## src/rtl/z80_io_pkg.sv

```systemverilog
// Shared types and register map for the Z80 I/O bus master.
package z80_io_pkg;

  localparam int unsigned WB_W   = 32;
  localparam int unsigned Z80_W  = 8;
  localparam int unsigned CNT_W  = 8;

  // Register offsets from BASE_ADDRESS
  localparam int unsigned CTRL_OFS   = 0;
  localparam int unsigned STATUS_OFS = 4;

  // CTRL layout: {WR[16], DATA[15:8], PORT[7:0]}
  localparam int unsigned CTRL_W = 17;
  typedef struct packed {
    logic              wr;
    logic [Z80_W-1:0]  data;
    logic [Z80_W-1:0]  port;
  } ctrl_t;

  // STATUS bit positions
  localparam int unsigned STS_BUSY      = 0;
  localparam int unsigned STS_DONE      = 1;
  localparam int unsigned STS_TIMEOUT   = 2;
  localparam int unsigned STS_OVERRUN   = 3;
  localparam int unsigned STS_RDATA_LSB = 8;

  typedef enum logic [2:0] {
    ST_IDLE = 3'd0,
    ST_T1   = 3'd1,
    ST_T2   = 3'd2,
    ST_TW   = 3'd3,
    ST_T3   = 3'd4
  } z80_state_e;

  // Assemble the STATUS read word
  function automatic logic [WB_W-1:0] pack_status(input logic [Z80_W-1:0] rdata,
                                                  input logic overrun,
                                                  input logic timeout,
                                                  input logic done,
                                                  input logic busy);
    logic [WB_W-1:0] w;
    w                           = '0;
    w[STS_RDATA_LSB +: Z80_W]   = rdata;
    w[STS_OVERRUN]              = overrun;
    w[STS_TIMEOUT]              = timeout;
    w[STS_DONE]                 = done;
    w[STS_BUSY]                 = busy;
    return w;
  endfunction

endpackage

```

## src/rtl/z80_io_master_if.sv

```systemverilog
// Wishbone slave bus between a host and the Z80 I/O master.
interface z80_io_master_if;
  import z80_io_pkg::*;

  logic            wb_cyc_in;
  logic            wb_stb_in;
  logic            wb_we_in;
  logic [WB_W-1:0] wb_addr_in;
  logic [WB_W-1:0] wb_data_in;
  logic            wb_ack_out;
  logic [WB_W-1:0] wb_data_out;

  modport master (
    output wb_cyc_in, wb_stb_in, wb_we_in, wb_addr_in, wb_data_in,
    input  wb_ack_out, wb_data_out
  );

  modport slave (
    input  wb_cyc_in, wb_stb_in, wb_we_in, wb_addr_in, wb_data_in,
    output wb_ack_out, wb_data_out
  );
endinterface

```

## src/rtl/z80_io_sync.sv

```systemverilog
// Two-flop synchroniser for the asynchronous Z80 WAIT input (idles high).
module z80_io_sync (
  input  logic clk,
  input  logic reset_b,
  input  logic d,
  output logic q
);

  logic meta_q;

  // Two-stage capture; reset to the inactive (no-wait) level
  always_ff @(posedge clk or negedge reset_b) begin
    if (!reset_b) begin
      meta_q <= 1'b1;
      q      <= 1'b1;
    end else begin
      meta_q <= d;
      q      <= meta_q;
    end
  end

endmodule

```

## src/rtl/z80_io_master.sv

```systemverilog
// Wishbone-controlled Z80 I/O cycle generator (T1/T2/TW/T3 sequencing).
module z80_io_master
  import z80_io_pkg::*;
#(
  parameter logic [WB_W-1:0] BASE_ADDRESS = 32'h3000_0000,
  parameter int unsigned     T_CLKS       = 4,
  parameter int unsigned     WAIT_LIMIT   = 255
) (
  input  logic              clk,
  input  logic              reset_b,
  z80_io_master_if.slave    wb,
  output logic              irq_out,
  output logic [Z80_W-1:0]  z80_address_bus,
  output logic [Z80_W-1:0]  z80_data_bus_out,
  input  logic [Z80_W-1:0]  z80_data_bus_in,
  output logic              z80_bus_dir,
  output logic              z80_ioreq_b,
  output logic              z80_read_strobe_b,
  output logic              z80_write_strobe_b,
  output logic              z80_m1_b,
  input  logic              z80_wait_b
);

  z80_state_e        state_q, state_d;
  logic [CNT_W-1:0]  tcnt_q, tcnt_d;
  logic [CNT_W-1:0]  wcnt_q, wcnt_d;
  ctrl_t             ctrl_q, ctrl_d;
  logic [Z80_W-1:0]  rdata_q, rdata_d;
  logic              done_q, done_d;
  logic              timeout_q, timeout_d;
  logic              overrun_q, overrun_d;
  logic              ack_q, ack_d;
  logic [WB_W-1:0]   wb_rd_q, wb_rd_d;

  logic [Z80_W-1:0]  addr_d, dout_d;
  logic              dir_d, ioreq_b_d, rd_b_d, wr_b_d;
  logic              active, strobe;

  logic              wait_sync;
  logic              req, hit_ctrl, hit_status, busy, last_t;
  logic              unused_wdata;

  z80_io_sync u_wait_sync (
    .clk     (clk),
    .reset_b (reset_b),
    .d       (z80_wait_b),
    .q       (wait_sync)
  );

  assign req          = wb.wb_cyc_in & wb.wb_stb_in & ~ack_q;
  assign hit_ctrl     = (wb.wb_addr_in == BASE_ADDRESS + WB_W'(CTRL_OFS));
  assign hit_status   = (wb.wb_addr_in == BASE_ADDRESS + WB_W'(STATUS_OFS));
  assign busy         = (state_q != ST_IDLE);
  assign last_t       = (tcnt_q == CNT_W'(T_CLKS - 1));
  assign unused_wdata = ^wb.wb_data_in[WB_W-1:CTRL_W];

  assign wb.wb_ack_out  = ack_q;
  assign wb.wb_data_out = wb_rd_q;
  assign irq_out        = done_q;
  assign z80_m1_b       = 1'b1;

  // Next-state: register access, bus cycle sequencing and pin values
  always_comb begin
    state_d   = state_q;
    tcnt_d    = tcnt_q;
    wcnt_d    = wcnt_q;
    ctrl_d    = ctrl_q;
    rdata_d   = rdata_q;
    done_d    = done_q;
    timeout_d = timeout_q;
    overrun_d = overrun_q;
    wb_rd_d   = wb_rd_q;
    ack_d     = req;

    if (req && !wb.wb_we_in) begin
      if (hit_ctrl)
        wb_rd_d = WB_W'(ctrl_q);
      else if (hit_status)
        wb_rd_d = pack_status(rdata_q, overrun_q, timeout_q, done_q, busy);
      else
        wb_rd_d = '0;
    end

    // W1C before the sequencer so a same-clk completion still sets DONE
    if (req && wb.wb_we_in && hit_status) begin
      if (wb.wb_data_in[STS_DONE])    done_d    = 1'b0;
      if (wb.wb_data_in[STS_TIMEOUT]) timeout_d = 1'b0;
      if (wb.wb_data_in[STS_OVERRUN]) overrun_d = 1'b0;
    end

    tcnt_d = (state_q == ST_IDLE || last_t) ? '0 : tcnt_q + CNT_W'(1);

    case (state_q)
      ST_IDLE: ;
      ST_T1: if (last_t) state_d = ST_T2;
      ST_T2: begin
        if (last_t) begin
          state_d = ST_TW;
          wcnt_d  = '0;
        end
      end
      ST_TW: begin
        if (last_t) begin
          if (wait_sync) begin
            state_d = ST_T3;
          end else if (wcnt_q == CNT_W'(WAIT_LIMIT)) begin
            state_d   = ST_T3;
            timeout_d = 1'b1;
          end else begin
            wcnt_d = wcnt_q + CNT_W'(1);
          end
        end
      end
      ST_T3: begin
        if (last_t) begin
          if (!ctrl_q.wr) rdata_d = z80_data_bus_in;
          state_d = ST_IDLE;
          done_d  = 1'b1;
        end
      end
      default: state_d = ST_IDLE;
    endcase

    // A CTRL write only starts a cycle from IDLE; otherwise it is an overrun
    if (req && wb.wb_we_in && hit_ctrl) begin
      if (busy) begin
        overrun_d = 1'b1;
      end else begin
        ctrl_d    = ctrl_t'(wb.wb_data_in[CTRL_W-1:0]);
        state_d   = ST_T1;
        tcnt_d    = '0;
        done_d    = 1'b0;
        timeout_d = 1'b0;
      end
    end

    active    = (state_d != ST_IDLE);
    strobe    = (state_d == ST_T2) || (state_d == ST_TW) || (state_d == ST_T3);
    addr_d    = active ? ctrl_d.port : '0;
    dir_d     = active && ctrl_d.wr;
    dout_d    = dir_d ? ctrl_d.data : '0;
    ioreq_b_d = ~strobe;
    rd_b_d    = ~(strobe && !ctrl_d.wr);
    wr_b_d    = ~(strobe && ctrl_d.wr);
  end

  // State and registered outputs; reset releases strobes immediately
  always_ff @(posedge clk or negedge reset_b) begin
    if (!reset_b) begin
      state_q            <= ST_IDLE;
      tcnt_q             <= '0;
      wcnt_q             <= '0;
      ctrl_q             <= '0;
      rdata_q            <= '0;
      done_q             <= 1'b0;
      timeout_q          <= 1'b0;
      overrun_q          <= 1'b0;
      ack_q              <= 1'b0;
      wb_rd_q            <= '0;
      z80_address_bus    <= '0;
      z80_data_bus_out   <= '0;
      z80_bus_dir        <= 1'b0;
      z80_ioreq_b        <= 1'b1;
      z80_read_strobe_b  <= 1'b1;
      z80_write_strobe_b <= 1'b1;
    end else begin
      state_q            <= state_d;
      tcnt_q             <= tcnt_d;
      wcnt_q             <= wcnt_d;
      ctrl_q             <= ctrl_d;
      rdata_q            <= rdata_d;
      done_q             <= done_d;
      timeout_q          <= timeout_d;
      overrun_q          <= overrun_d;
      ack_q              <= ack_d;
      wb_rd_q            <= wb_rd_d;
      z80_address_bus    <= addr_d;
      z80_data_bus_out   <= dout_d;
      z80_bus_dir        <= dir_d;
      z80_ioreq_b        <= ioreq_b_d;
      z80_read_strobe_b  <= rd_b_d;
      z80_write_strobe_b <= wr_b_d;
    end
  end

endmodule

```

## src/flat_wrapper.sv

```systemverilog
// flat-port wrapper written by rule: the top's interface ports become plain ports
module z80_io_master_flat import z80_io_pkg::*;
#(
  parameter logic [WB_W-1:0] BASE_ADDRESS = 32'h3000_0000,
  parameter int unsigned     T_CLKS       = 4,
  parameter int unsigned     WAIT_LIMIT   = 255
)
  (clk, reset_b, irq_out, z80_address_bus, z80_data_bus_out, z80_data_bus_in, z80_bus_dir, z80_ioreq_b, z80_read_strobe_b, z80_write_strobe_b, z80_m1_b, z80_wait_b, wb_wb_cyc_in, wb_wb_stb_in, wb_wb_we_in, wb_wb_addr_in, wb_wb_data_in, wb_wb_ack_out, wb_wb_data_out);
  z80_io_master_if wb_i ();
  input  logic clk;
  input  logic reset_b;
  output logic irq_out;
  output logic [Z80_W-1:0] z80_address_bus;
  output logic [Z80_W-1:0] z80_data_bus_out;
  input  logic [Z80_W-1:0] z80_data_bus_in;
  output logic z80_bus_dir;
  output logic z80_ioreq_b;
  output logic z80_read_strobe_b;
  output logic z80_write_strobe_b;
  output logic z80_m1_b;
  input  logic z80_wait_b;
  input wire logic [$bits(wb_i.wb_cyc_in)-1:0] wb_wb_cyc_in;
  input wire logic [$bits(wb_i.wb_stb_in)-1:0] wb_wb_stb_in;
  input wire logic [$bits(wb_i.wb_we_in)-1:0] wb_wb_we_in;
  input wire logic [$bits(wb_i.wb_addr_in)-1:0] wb_wb_addr_in;
  input wire logic [$bits(wb_i.wb_data_in)-1:0] wb_wb_data_in;
  output wire logic [$bits(wb_i.wb_ack_out)-1:0] wb_wb_ack_out;
  output wire logic [$bits(wb_i.wb_data_out)-1:0] wb_wb_data_out;
  assign wb_i.wb_cyc_in = wb_wb_cyc_in;
  assign wb_i.wb_stb_in = wb_wb_stb_in;
  assign wb_i.wb_we_in = wb_wb_we_in;
  assign wb_i.wb_addr_in = wb_wb_addr_in;
  assign wb_i.wb_data_in = wb_wb_data_in;
  assign wb_wb_ack_out = wb_i.wb_ack_out;
  assign wb_wb_data_out = wb_i.wb_data_out;
  z80_io_master #(.BASE_ADDRESS(BASE_ADDRESS), .T_CLKS(T_CLKS), .WAIT_LIMIT(WAIT_LIMIT)) u_core (.clk(clk), .reset_b(reset_b), .wb(wb_i), .irq_out(irq_out), .z80_address_bus(z80_address_bus), .z80_data_bus_out(z80_data_bus_out), .z80_data_bus_in(z80_data_bus_in), .z80_bus_dir(z80_bus_dir), .z80_ioreq_b(z80_ioreq_b), .z80_read_strobe_b(z80_read_strobe_b), .z80_write_strobe_b(z80_write_strobe_b), .z80_m1_b(z80_m1_b), .z80_wait_b(z80_wait_b));
endmodule
```

## config.mk

```make
export PLATFORM = sky130hd
export DESIGN_NAME = z80_io_master_flat
export DESIGN_NICKNAME = d
export VERILOG_FILES = /design/src/rtl/z80_io_pkg.sv /design/src/rtl/z80_io_master_if.sv /design/src/rtl/z80_io_sync.sv /design/src/rtl/z80_io_master.sv /design/src/flat_wrapper.sv
export SDC_FILE = /design/constraint.sdc
export NUM_CORES = 1
export LEC_CHECK = 0
export ABC_AREA = 1
export BUFFER_PORTS_ARGS = -buffer_cell sky130_fd_sc_hd__buf_2
export CAP_MARGIN = 10
export CORE_MARGIN = 4
export CORE_UTILIZATION = 45
export CTS_CLUSTER_SIZE = 20
export DETAILED_ROUTE_END_ITERATION = 12
export PLACE_DENSITY = 0.72
export SYNTH_ARGS = -nofsm -noshare
export SYNTH_HDL_FRONTEND = slang
export SYNTH_HIERARCHICAL = 1
export SYNTH_SLANG_ARGS = --single-unit
```

## constraint.sdc

```tcl
create_clock -name clk -period 5 [get_ports clk]
set_clock_uncertainty 0.15 [all_clocks]
set_input_delay 0.25 -clock clk [delete_from_list [all_inputs] [get_ports clk]]
set_output_delay 0.25 -clock clk [all_outputs]
set_load 0.03 [all_outputs]
```

==> flow_summary.json <==
{
  "port-buffer-count": 101,
  "cts-root-buf": "clkbuf_8",
  "grt_usage_pct": 17.9,
  "worstPathRequired_ns": 5.09,
  "utilization_pct": 56.4,
  "core_um2": 8680,
  "cp_common_cell": "a21oi_1",
  "cts.reportedPaths.clkPinSlew_ns": 0.10,
  "reg2reg_slack_ns": 2.88,
  "hpwl_mm": 6.41,
  "vdd_drop_max_mv": 0.203,
  "crit_fanout": 18,
  "grt_max_degree": 88,
  "status": "completed",
  "drc": 0,
  "grt_overflow": 0,
  "layout-drive-gt1-share_pct": 27.8,
  "end_kind": "flop",
  "synth_area_per_cell_um2": 8.74,
  "fp.dieW_um": 102,
  "drt_pass1_iterations": 4,
  "wl_per_cell_um": 13.2,
  "finalInstanceArea_um2": 4900,
  "ys_ff_latch": 87,
  "hp-class": "input pin to flop",
  "maxCapViolCount": 0,
  "powerDensity_nw_per_um2": 307,
  "crit_buf_inv": 1,
  "htree_levels": 3,
  "final_common_cell": "buf_2",
  "slowest_stage": "nor2_2",
  "cts_resized": 0,
  "postSynthCellCount": 456,
  "setup_violations": 0,
  "cts_buffer_depth": 2,
  "tightest_slew_ns": 1.07,
  "dr.first_iter.drc_count": 183,
  "crit_family": "simple AND/OR/NAND/NOR gates",
  "wl_mm": 9.10,
  "ys_warn_count": 6,
  "final_hold_viol_count": 0,
  "final_antenna_net_count": 0,
  "ioPinCount": 133,
  "p_leak_uw": 0.00255,
  "synth_cell_types": 33,
  "rsz0062_at_grt": "no",
  "min_period_over_period_pct": 42.4,
  "synth_area_leader_cell": "dfrtp_1",
  "die_h_um": 102,
  "layout_common_cells": "100 x buf_2, 91 x nand2_1, 82 x dfrtp_1",
  "area_delta_synth_final_pct": 22.9,
  "vias": 3269,
  "fp.dieArea_um2": 10400,
  "grt_pass1_vias": 3077,
  "numCtsBuffers": 9,
  "initial_core_util_pct": 45.9,
  "max_clock_freq_mhz": 471,
  "post_cts_buffers": 0,
  "critPathLaunchType": "flop",
  "grt_antenna_before_repair": 0,
  "path_class": "flop to flop",
  "slew_violations": 0,
  "cpPeakStageDelay_ns": 0.62,
  "tns_ns": 0,
  "cts_tree": "yes",
  "insertion_delay_ns": 0.35,
  "vias_per_cell": 4.73,
  "yosysSeqAreaShare_pct": 54.8,
  "yosys.area.top_type_share_pct": 51.5,
  "place_congestion": 0.835,
  "clock_sinks": 87,
  "grt_pass1_wl_mm": 14.5,
  "period_needed_ns": 2.12,
  "slew_headroom_pct": 28.4,
  "fin_nets": 658,
  "ys_top_cells_by_area": "dfrtp_1 51%, nand2_1 8.6%, nor2_1 6.9%, inv_1 5.9%, a21oi_1 4.3%",
  "dpl_cell_area_um2": 4520,
  "crit_chain": "nor2_1, nand2_1, nor2_2, inv_2, a21oi_1, a21oi_1",
  "synth_area_um2": 3990,
  "rows": 34,
  "critical_path_arrival_ns": 2.21,
  "antennaDiodeCount": 0
}
==> synthesized netlist by cell type, drive strengths merged <==
cell type,instances
nand2,95
nor2,83
dfrtp,82
inv,66
a21oi,34
buf,21
o21ai,21
nand3,17
mux2,8
dfstp,5
nand4,5
nor3,5
clkbuf,2
conb,2
ha,2
or2,2
xor2,2
a22o,1
a31oi,1
nand3b,1
nor3b,1
==> power by group <==
part / total (µW) / switching, µW / internal [µW]
clock: 464 / 263 / 201
sequential: 770 / 24.3 / 746
combinational: 269 / 186 / 82.9
total: 1500 / 473 / 1030
==> sequential cells by signal, summed over array words and instances, names as in the netlist, 3 cells and up <==
signal                   cells
u_core/rdata_q               8
u_core/wb.wb_data_out       17
u_core/wcnt_q                8
u_core/state_q               3
u_core/z80_data_bus_out      8
u_core/ctrl_q               17
u_core/tcnt_q                8
u_core/z80_address_bus       8
==> routing by layer <==
layer / share of wire (%) / vias to the layer above / global-route usage (%)
li1: - / 1623 / -
met1: 44 / 1520 / 24.4
met2: 47 / 117 / 29.1
met3: 6.9 / 9 / 2.53
met4: 1.8 / 0 / 6.96
met5: 0 / - / 0
==> worst paths after layout <==
check,start,to,cells after the start
min,wb_wb_cyc_in,u_core/wb.wb_ack_out,3
max reg2reg,u_core/wb.wb_ack_out,u_core/wb.wb_data_out[12],6
min in group asynchronous,reset_b,u_core/tcnt_q[0],2
min reg2reg,u_core/u_wait_sync/meta_q,u_core/u_wait_sync/q,0
max in group asynchronous,reset_b,u_core/wcnt_q[6],2
max,u_core/wb.wb_ack_out,u_core/wb.wb_data_out[12],6
==> tightest hold or removal path, cell delays in order <==
cell and delay [ns]:
buf_2 0.07, nand2_1 0.09, inv_1 0.06
==> layout make-up <==
type	instances	area, µm²
tap	108	135
fill	792	3780
clock inverter	6	52.6
inverter	66	248
clock buffer	10	138
sequential	87	2180
timing repair buffer	120	698
multi-input combinational	294	1440
==> per-stage QoR <==
stage          instances  hold slack, ns  setup slack (ns)  power (µW)
2_1_floorplan        470          -0.196              3.21         957
3_3_place_gp         656           0.197              2.76        1030
3_5_place_dp         656           0.199              2.71        1040
4_1_cts              691         0.00291              2.86        1520
5_1_grt              691          0.0164              2.65        1580
6_report             691          0.0108              2.88        1500
==> what timing repair did <==
action	in CTS	in global routing
endpoints found under the hold margin	100	0
endpoints found under the setup margin	0	0
hold buffers	19	0
==> cells by family (layout without fill, tap and decap cells) <==
family	count (synthesis)	in the layout	share of synthesized area [%]
mux	8	8	2.26
compound gates	57	57	8.41
simple gates	209	209	23.0
other cells	2	16	0.188
flops	87	87	54.8
fa+ha+maj	2	2	0.628
xor+xnor	2	2	0.440
buf+inv	89	202	10.3
(Power assumes the default switching activity.)
